==> config.mk <==
export PLATFORM = sky130hd
export DESIGN_NAME = transmit
export DESIGN_NICKNAME = d
export VERILOG_FILES = /design/src/rtl/usb_tx_pkg.sv /design/src/rtl/transmit.sv
export SDC_FILE = /design/constraint.sdc
export NUM_CORES = 1
export LEC_CHECK = 0
export BUFFER_PORTS_ARGS = -buffer_cell sky130_fd_sc_hd__buf_2
export CAP_MARGIN = 20
export CORE_AREA = 2 2 39 41
export DETAILED_ROUTE_END_ITERATION = 7
export DIE_AREA = 0 0 41 43
export PLACE_DENSITY_LB_ADDON = 0.12
export SLEW_MARGIN = 20
export SYNTH_ARGS = -nofsm -noshare
export SYNTH_HDL_FRONTEND = slang
export SYNTH_SLANG_ARGS = --single-unit
export TNS_END_PERCENT = 10
==> constraint.sdc <==
create_clock -name clk -period 1.6 [get_ports clk]
set_input_delay 0.24 -clock clk [delete_from_list [all_inputs] [get_ports clk]]
set_output_delay 0.24 -clock clk [all_outputs]
set_load 0.005 [all_outputs]
==> src/rtl/usb_tx_pkg.sv <==
// ---------------------------------------------------------------------------
// usb_tx_pkg
//
// Types and constants shared by the USB full-speed line transmitter.
//
//   tx_state_t   : transmitter FSM states (IDLE, ACTIVE, SE0)
//   LINE_J       : {d_plus, d_minus} for the J state  (idle level)
//   LINE_K       : {d_plus, d_minus} for the K state
//   LINE_SE0     : {d_plus, d_minus} for single-ended zero (end of packet)
//   nrzi_toggle  : flips a J/K line level to the opposite level
//
// The line constants carry a LINE_ prefix so that they can share this
// package with the SE0 state name without colliding.
// ---------------------------------------------------------------------------
package usb_tx_pkg;

    typedef enum logic [1:0] {
        IDLE   = 2'd0,
        ACTIVE = 2'd1,
        SE0    = 2'd2
    } tx_state_t;

    localparam logic [1:0] LINE_J   = 2'b10;
    localparam logic [1:0] LINE_K   = 2'b01;
    localparam logic [1:0] LINE_SE0 = 2'b00;

    // Anything that is not J (including an unexpected SE0) toggles to J,
    // so the encoder can never produce SE1 from a corrupted level.
    function automatic logic [1:0] nrzi_toggle(input logic [1:0] level);
        return (level == LINE_J) ? LINE_K : LINE_J;
    endfunction

endpackage

==> src/rtl/transmit.sv <==
// ---------------------------------------------------------------------------
// transmit
//
// NRZI line encoder and driver for a USB full-speed transmitter. Takes a
// serial bit stream from an upstream shifter and drives the D+/D- pair with
// J/K levels, or SE0 while end-of-packet is requested. Both line outputs
// come straight from a register, so every response appears one clock after
// the edge that sampled the inputs.
//
// Ports
//   clk      in   bit-rate clock, rising-edge active
//   n_rst    in   asynchronous active-low reset (line forced to J)
//   data     in   serial data bit, valid when ready=1
//   ready    in   qualifies data for this cycle
//   eop      in   end-of-packet request, line driven SE0 while high;
//                 takes priority over ready in every state
//   d_plus   out  registered D+ level
//   d_minus  out  registered D- level
// ---------------------------------------------------------------------------
module transmit
    import usb_tx_pkg::*;
(
    input  logic clk,
    input  logic n_rst,
    input  logic data,
    input  logic ready,
    input  logic eop,
    output logic d_plus,
    output logic d_minus
);

    tx_state_t   state;
    tx_state_t   next_state;
    logic [1:0]  line;
    logic [1:0]  next_line;

    // The line register doubles as the NRZI reference: the next encoded
    // level is always derived from the level currently on the wire.
    always_ff @(posedge clk or negedge n_rst) begin
        if (!n_rst) begin
            state <= IDLE;
            line  <= LINE_J;
        end else begin
            state <= next_state;
            line  <= next_line;
        end
    end

    always_comb begin
        next_state = state;
        next_line  = line;

        if (eop) begin
            // Any bit presented together with eop is dropped.
            next_state = SE0;
            next_line  = LINE_SE0;
        end else begin
            case (state)
                IDLE: begin
                    next_line = LINE_J;
                    if (ready) begin
                        // First bit is encoded relative to the idle J level.
                        next_state = ACTIVE;
                        next_line  = data ? LINE_J : nrzi_toggle(LINE_J);
                    end
                end
                ACTIVE: begin
                    // ready=0 is an inter-byte gap: the level simply holds.
                    if (ready) begin
                        next_line = data ? line : nrzi_toggle(line);
                    end
                end
                SE0: begin
                    next_state = IDLE;
                    next_line  = LINE_J;
                end
                default: begin
                    next_state = IDLE;
                    next_line  = LINE_J;
                end
            endcase
        end
    end

    assign d_plus  = line[1];
    assign d_minus = line[0];

endmodule

* After elaboration in Yosys (flattened, before gate mapping)
Cells that the tools add are included.
** Word-level totals
- Register bits :: 4
- Input bits :: 5
- Output and inout port bits :: 2
- Word-level logic and storage cells :: 21
** Operators by class
- Equal/unequal tests :: 6
- Muxes and demuxes :: 10
- Reductions and logical operators :: 3
** Operators with widths (count)
- $mux W2 :: 8
- $ne A3 B3 Y1 const B :: 3
- $pmux W2 S2 :: 2
- $reduce_and A2 Y1 :: 2
- $eq A2 B1 Y1 const B :: 1
- $eq A2 B2 Y1 const B :: 1
- $logic_not A2 Y1 :: 1
- $ne A2 B2 Y1 const B :: 1

* Depth between registers and ports, before layout
Gate-level depths: netlist (run 1).
- Word-level depth :: 6
- Depth in mapped cells :: 3
- Mapped depth without buffers :: 3

* Worst setup path after synthesis (run 1)
No wires, ideal clock.
- Path kind :: register -> register
- Start point :: register line[1]
- End point :: register line[0]
- Library setup time :: 0.087 ns
- Arrival time :: 1.078 ns
- Data required time :: 1.513 ns
- Slack :: 0.435 ns
- Cell stages (with the launch flop) :: 4
- Buffers on the path :: 0
- Cell sequence :: dfstp_2 > or2b_1 > a21o_1 > a211oi_2
** Between the ends
- Word-level cells in the longest chain between the ends :: 6
** Ends and longest elaborated chain
- from (decl) :: RTL line transmit.sv:34 : logic [1:0] line;
- from (signal assigned) :: RTL line transmit.sv:45 : line <= next_line;
- $eq A2 B2 Y1 :: RTL line usb_tx_pkg.sv:30 : return (level == LINE_J) ? LINE_K : LINE_J;
- $mux W2 :: RTL line usb_tx_pkg.sv:30
- $mux W2 :: RTL line transmit.sv:70 : next_line = data ? line : nrzi_toggle(line);
- $mux W2 :: RTL line transmit.sv:69 : if (ready) begin
- $pmux W2 S2 :: RTL line transmit.sv:58 : case (state)
- $mux W2 :: RTL line transmit.sv:53 : if (eop) begin
No other way between the ends. The select of a mux whose other input is x is not followed.
A chain may end at the register's enable or synchronous reset.

* Final worst setup path (run 1)
Ends and elaborated chain as after synthesis.

==> results of run 1 <==
-- metal layers --
layer / up-vias / part of all wire / wire (um) / global-route usage
met5: - / 0 / 0 / 0
met1: 69 / 0.45 / 159 / 0.0584
met4: 0 / 0 / 0 / 0.0400
met3: 0 / 0.088 / 31 / 0.0314
li1: 73 / - / - / -
met2: 6 / 0.46 / 163 / 0.0844
-- area by class of cell --
| cell class | count | area, um2 |
|---|---|---|
| clock buffers | 4 | 26.3 |
| fillers | 158 | 1130 |
| multi-input cells | 10 | 66.3 |
| flip-flops and latches | 4 | 101 |
| well taps | 16 | 20.0 |
| repair buffers | 7 | 40.0 |
-- power breakdown --
part	switching, W	internal [W]	total, W
clock network	0.0000453	0.0000938	0.000139
logic	0.0000107	0.0000129	0.0000235
registers	0.00000439	0.000108	0.000112
-- critical path, cell delays in order (launching register included) --
cell	delay, ns
dfstp_2	0.53
or2b_1	0.22
a21o_1	0.20
a211oi_2	0.17
-- stage by stage --
stage               setup slack [ns]  total power (W)
finish                         0.404         0.000275
global route                   0.345         0.000288
CTS                            0.387         0.000282
detailed placement             0.387         0.000136
global placement               0.408         0.000136
floorplan                      0.435         0.000124
-- synth_stat cells (all sizes together) --
master,n,area [um2]
dfrtp,3,75.1
nor2,2,7.51
or2b,2,15.0
a211oi,1,12.5
a21o,1,7.51
a31oi,1,6.26
clkbuf,1,3.75
dfstp,1,26.3
nand3,1,5.00
nor3,1,5.00
o21a,1,7.51
-- cells by family after synthesis --
kind of cell | synth area share
AND/OR/NAND/NOR | 0.190
flip-flops | 0.591
AO/OA/AOI/OAI | 0.197
buffers and inverters | 0.0219
-- sequential cells by signal, indices dropped and copies added, names as in the netlist --
name / cells
line: 2
state: 2
-- repair_timing --
item,CTS,global route
hold endpoints to repair,4,0
endpoints found under the setup margin,0,0
hold buffers,1,0
-- path summary, 6_finish.rpt --
path / depth (start not counted) / endpoint / startpoint / slack [ns]
min in group asynchronous: 2 / line[0]$_DFFE_PN0P_ / n_rst / 0.33
worst max register to register: 3 / line[0]$_DFFE_PN0P_ / line[1]$_DFFE_PN1P_ / 0.40
worst min-delay path: 1 / state[1]$_DFFE_PN0P_ / eop / 0.17
max in group asynchronous: 2 / line[1]$_DFFE_PN1P_ / n_rst / 1.05
worst max-delay path: 3 / line[0]$_DFFE_PN0P_ / line[1]$_DFFE_PN1P_ / 0.40
worst min register to register: 1 / line[0]$_DFFE_PN0P_ / state[1]$_DFFE_PN0P_ / 0.50
==> summary.md, run 1 <==
| Metric | Value |
|---|---|
| Outcome | `finished, final reports clean` |
| PortBufs | `6` |
| Area grow syn2layout | `48.2%` |
| Placer Congestion | `0.591` |
| 1st-iter DRT viols | `0` |
| Worst Hold Class | `primary input to flop` |
| Yosys cell types | `11` |
| Fin cells | `a little over 40` |
| CP required | `1.75 ns` |
| H-Tree Depth | `1` |
| Flops & latches, synth | `4` |
| Die Wd | `roughly 41 um` |
| Final period util | `0.747` |
| Number of buffers added for setup after CTS | `0` |
| DRC | `0` |
| Via Count | `148` |
| Fmax | `836 MHz` |
| Final net count | `31` |
| Routed len/inst | `about 8.6 um` |
| Mapped Cells | `15` |
| Final ANT Viol Nets | `0` |
| Vias in the first global route | `166` |
| Peak supply drop | `0.213 mV` |
| Deepest clock path buffer count | `2` |
| CP Data Arrival Time | `between 1 and 1.5 ns` |
| CTS tree | `yes` |
| CP endpoint kind | `flop` |
| Final setup viols | `0` |
| Final min period | `1.20 ns` |
| Leakage power | `~0.12 nW` |
| CTS sink cnt | `4` |
| WHS | `0.166 ns` |
| Worst-path fanout max | `3` |
| Antenna Cells | `0` |
| Grt ovf | `0` |
| Die Ht | `roughly 43 um` |
| Core area | `1380 um2` |
| Tightest Pin Transition | `0.146 ns` |
| Initial Util | `0.124` |
| CTS clk-pin slew, worst paths | `0.05 ns` |
| Final Cell Area | `254 um2` |
| Largest net degree at the start of global routing | `5` |
| Share of cells above drive strength 1 | `0.440` |
| GRT Resource Usage Total | `0.0574` |
| Vias per cell | `3.61` |
| Most common cell after layout, fill and taps aside | `buf_2` |
| I/O pin count | `7` |
| Post-DP Area | `218 um2` |
| Rows | `14` |
| RSZ-0062 raised after global routing | `false` |
| Pwr Density | `1080 nW/um2` |
| Max-cap violation count | `0` |
| Post-cts resize count | `0` |
| Initial DRT Pass Iterations | `1` |
| Slew margin rel. | `0.902` |
| Initial antenna violation count | `0` |
| Overall routed net length | `353 um` |
| Synthesized area | `171 um2` |
| Fin. Hold Viols | `0` |
| Syn avg cell area | `11.4 um2` |
| Placed insts | `36` |
| Synth warn | `0` |
| Clock Skews | `0.00988 ns` |
| Clk Latency, worst-skew pair | `0.24 ns` |
| Post-layout utilization of the core | `0.184` |
| Root buf cell | `clkbuf_4` |
| Total Neg Setup Slack | `0 ns` |
| Crit path launch type | `flop` |
| Die area | `1760 um2` |
| First-pass GRT wire length | `641 um` |
| Kind of critical path | `flop to flop` |
| Net count after synthesis | `20` |
| Max Slew Vio Count | `0` |
| Most frequent cells in the layout | `buf_2, clkbuf_4, dfrtp_1` |
| Num CTS Buffers | `3` |
| Register area share after synthesis | `0.591` |
No activity file was read; power rests on OpenSTA's default activity.
==> inputs of run 2 (changes only) <==
ABC_AREA = 1   (was unset)
clock period = 1.1 ns   (was 1.6 ns; I/O delays follow)
==> summary.md, run 2 <==
| Metric | Value |
|---|---|
| CP required | `0.94 ns (was 1.75 ns)` |
| Grt met1 use | `0.0586 (was 0.0584)` |
| HPWL Detailed | `366 um` |
| Post-synth EDFFs | `0 (unchanged)` |
| Root buf cell | `clkbuf_4 (unchanged)` |
| Final setup viols | `0 (unchanged)` |
| Share of cells above drive strength 1 | `0.333 (was 0.440)` |
| Yosys cell types | `13 (was 11)` |
| Core area | `1380 um2 (unchanged)` |
| Tightest Pin Transition | `0.177 ns (was 0.146 ns)` |
| Largest net degree at the start of global routing | `5 (unchanged)` |
| Placer Congestion | `0.640 (was 0.591)` |
| Synth area leaders | `dfrtp_1, nand2_1, dfstp_2 (was dfrtp_1, dfstp_2, or2b_1)` |
| Routed len/inst | `7.26 um (was 8.61 um)` |
| Fmax | `960 MHz` |
| Die area | `1760 um2 (unchanged)` |
| Final Cell Area | `307 um2 (was 254 um2)` |
| Syn avg cell area | `7.00 um2 (was 11.4 um2)` |
| Flops & latches, synth | `4 (unchanged)` |
| GRT Resource Usage Total | `0.0655 (was 0.0574)` |
| Crit path launch type | `flop (unchanged)` |
| Post-DP Area | `270 um2 (was 218 um2)` |
| Fillers | `165 (was 158)` |
| Most frequent cells in the layout | `nand2_1, buf_2, inv_1 (was buf_2, clkbuf_4, dfrtp_1)` |
| RSZ-0062 raised after global routing | `false (unchanged)` |
| Outcome | `finished, final reports clean (unchanged)` |
| Met3 usage | `0.0157 (was 0.0314)` |
| Post-cts resize count | `0 (unchanged)` |
| Vias in the first global route | `193 (was 166)` |
| Area grow syn2layout | `36.9% (was 48.2%)` |
| H-Tree Depth | `1 (unchanged)` |
| Post-synth top flop | `dfrtp_1 (unchanged)` |
| Regs by FF count | `line: 2 flops, state: 2 flops (unchanged)` |
| Register area share after synthesis | `0.453 (was 0.591)` |
| Cells along the critical path | `buf_2 (was or2b_1 -> a21o_1 -> a211oi_2)` |
| Worst-path fanout max | `4 (was 3)` |
| Net count after synthesis | `37 (was 20)` |
| R2r setup slk | `0.16 ns (was 0.40 ns)` |
| Busiest layer in global routing | `met4 (was met2)` |
| Worst Path Buf+Inv | `1 (was 0)` |
| Final period util | `0.946` |
| Max-cap violation count | `0 (unchanged)` |
| DRC | `0 (unchanged)` |
| Mapped Cells | `32 (was 15)` |
| Slew margin rel. | `0.881 (was 0.902)` |
| Vias per cell | `3.64 (was 3.61)` |
| Rows | `14 (unchanged)` |
| Pwr Density | `1330 nW/um2 (was 1080 nW/um2)` |
| I/O pin count | `7 (unchanged)` |
| CTS clk-pin slew, worst paths | `0.04 ns (was 0.05 ns)` |
| Final net count | `48 (was 31)` |
| Initial DRT Pass Iterations | `2 (was 1)` |
| Grt ovf | `0 (unchanged)` |
| Fraction of registers with async set/reset | `1.00 (unchanged)` |
| Met2 usage | `0.0906 (was 0.0844)` |
| Synthesized area | `224 um2 (was 171 um2)` |
| Fin. Hold Viols | `0 (unchanged)` |
| CTS tree | `yes (unchanged)` |
| Clk Latency, worst-skew pair | `0.23 ns (was 0.24 ns)` |
| First-pass GRT wire length | `690 um (was 641 um)` |
| Num CTS Buffers | `3 (unchanged)` |
| Overall routed net length | `421 um (was 353 um)` |
| Peak supply drop | `0.358 mV (was 0.213 mV)` |
| Critical path's top delay family | `flip-flops (unchanged)` |
| Most common cell after layout, fill and taps aside | `nand2_1 (was buf_2)` |
| Synth warn | `0 (unchanged)` |
| Total Neg Setup Slack | `0 ns (unchanged)` |
| Kind of critical path | `flop to output pin (was flop to flop)` |
| Synth cell count leaders | `nand2_1, inv_1, dfrtp_1, nor2_1, nand3_1 (was dfrtp_1, nor2_1, or2b_1)` |
| PortBufs | `6 (unchanged)` |
| CP endpoint kind | `output pin (was flop)` |
| Die Wd | `41 um (unchanged)` |
| Clock Skews | `0.00577 ns (was 0.00988 ns)` |
| CP Data Arrival Time | `0.88 ns (was 1.35 ns)` |
| Top-area cell type share of the netlist area | `0.335 (was 0.438)` |
| Post-synth top area cell | `dfrtp_1 (unchanged)` |
| Leakage power | `0.161 nW (was 0.117 nW)` |
| Worst Hold Class | `primary input to flop (unchanged)` |
| Final ANT Viol Nets | `0 (unchanged)` |
| Via Count | `211 (was 148)` |
| 1st-iter DRT viols | `3 (was 0)` |
| Die Ht | `43 um (unchanged)` |
| Antenna Cells | `0 (unchanged)` |
| Final min period | `about 1.0 ns` |
| Initial Util | `0.162 (was 0.124)` |
| Initial antenna violation count | `0 (unchanged)` |
| Max Slew Vio Count | `0 (unchanged)` |
| CTS sink cnt | `4 (unchanged)` |
| CP max stage delay | `0.54 ns (was 0.53 ns)` |
| Deepest clock path buffer count | `2 (unchanged)` |
| Most frequent cell after synthesis | `nand2_1 (was dfrtp_1)` |
| Crit-path slowest cell | `dfstp_2 (unchanged)` |
run 2: cell count changes in the layout (fill, tap and decap cells not counted), sizes merged, moves of 2 or more:
cell / delta
nand2: +13
inv: +5
nor2: +3
or2b: -2
run 2: cell families after synthesis:
kind of cell,count (synthesis),synth area share
AO/OA/AOI/OAI,1,0.0223
AND/OR/NAND/NOR,21,0.425
buffers and inverters,6,0.101
flip-flops,4,0.453
run 2: per-stage QoR:
| stage | setup WS, ns | instances | hold WS (ns) | power, W | util |
|---|---|---|---|---|---|
| 2_1_floorplan | 0.197 | 32 | -0.131 | 0.000193 | - |
| 5_1_grt | 0.0220 | 58 | 0.0871 | 0.000443 | 0.222 |
| 4_1_cts | 0.0420 | 58 | 0.0888 | 0.000423 | 0.222 |
| 6_report | 0.0589 | 58 | 0.0963 | 0.000407 | 0.222 |
| 3_5_place_dp | 0.156 | 53 | -0.0269 | 0.000214 | 0.195 |
| 3_3_place_gp | 0.151 | 53 | -0.0283 | 0.000214 | 0.195 |
run 2: area by class of cell:
class	instances	area (um2)	share of cell area
repair buffers	7	40.0	0.131
flip-flops and latches	4	101	0.331
well taps	16	20.0	0.0653
inverters	5	18.8	0.0612
multi-input cells	22	100	0.327
clock buffers	4	26.3	0.0857
run 2: layer usage:
metal | part of all wire | up-vias
met4 | 0 | 0
met3 | 0.033 | 0
met2 | 0.58 | 3
li1 | - | 115
met5 | 0 | -
met1 | 0.38 | 93
run 2: final timing paths:
kind | depth (start not counted) | endpoint | start
max in group asynchronous | 2 | line[1]$_DFFE_PN1P_ | n_rst
setup / recovery | 1 | d_plus | line[1]$_DFFE_PN1P_
setup reg to reg | 6 | line[0]$_DFFE_PN0P_ | line[1]$_DFFE_PN1P_
hold / removal | 1 | state[1]$_DFFE_PN0P_ | eop
min in group asynchronous | 2 | state[0]$_DFFE_PN0P_ | n_rst
hold reg to reg | 2 | line[1]$_DFFE_PN1P_ | line[1]$_DFFE_PN1P_
run 2: timing repair:
item                                   in CTS  in global routing
buffers inserted                            0                  0
hold buffers                                1                  0
endpoints found under the hold margin       4                  0
run 2: power by group:
group | internal, W | switching (W) | total (W)
registers | 0.000158 | 0.00000835 | 0.000167
clock network | 0.000136 | 0.0000573 | 0.000193
logic | 0.0000209 | 0.0000258 | 0.0000467
total | 0.000315 | 0.0000914 | 0.000407
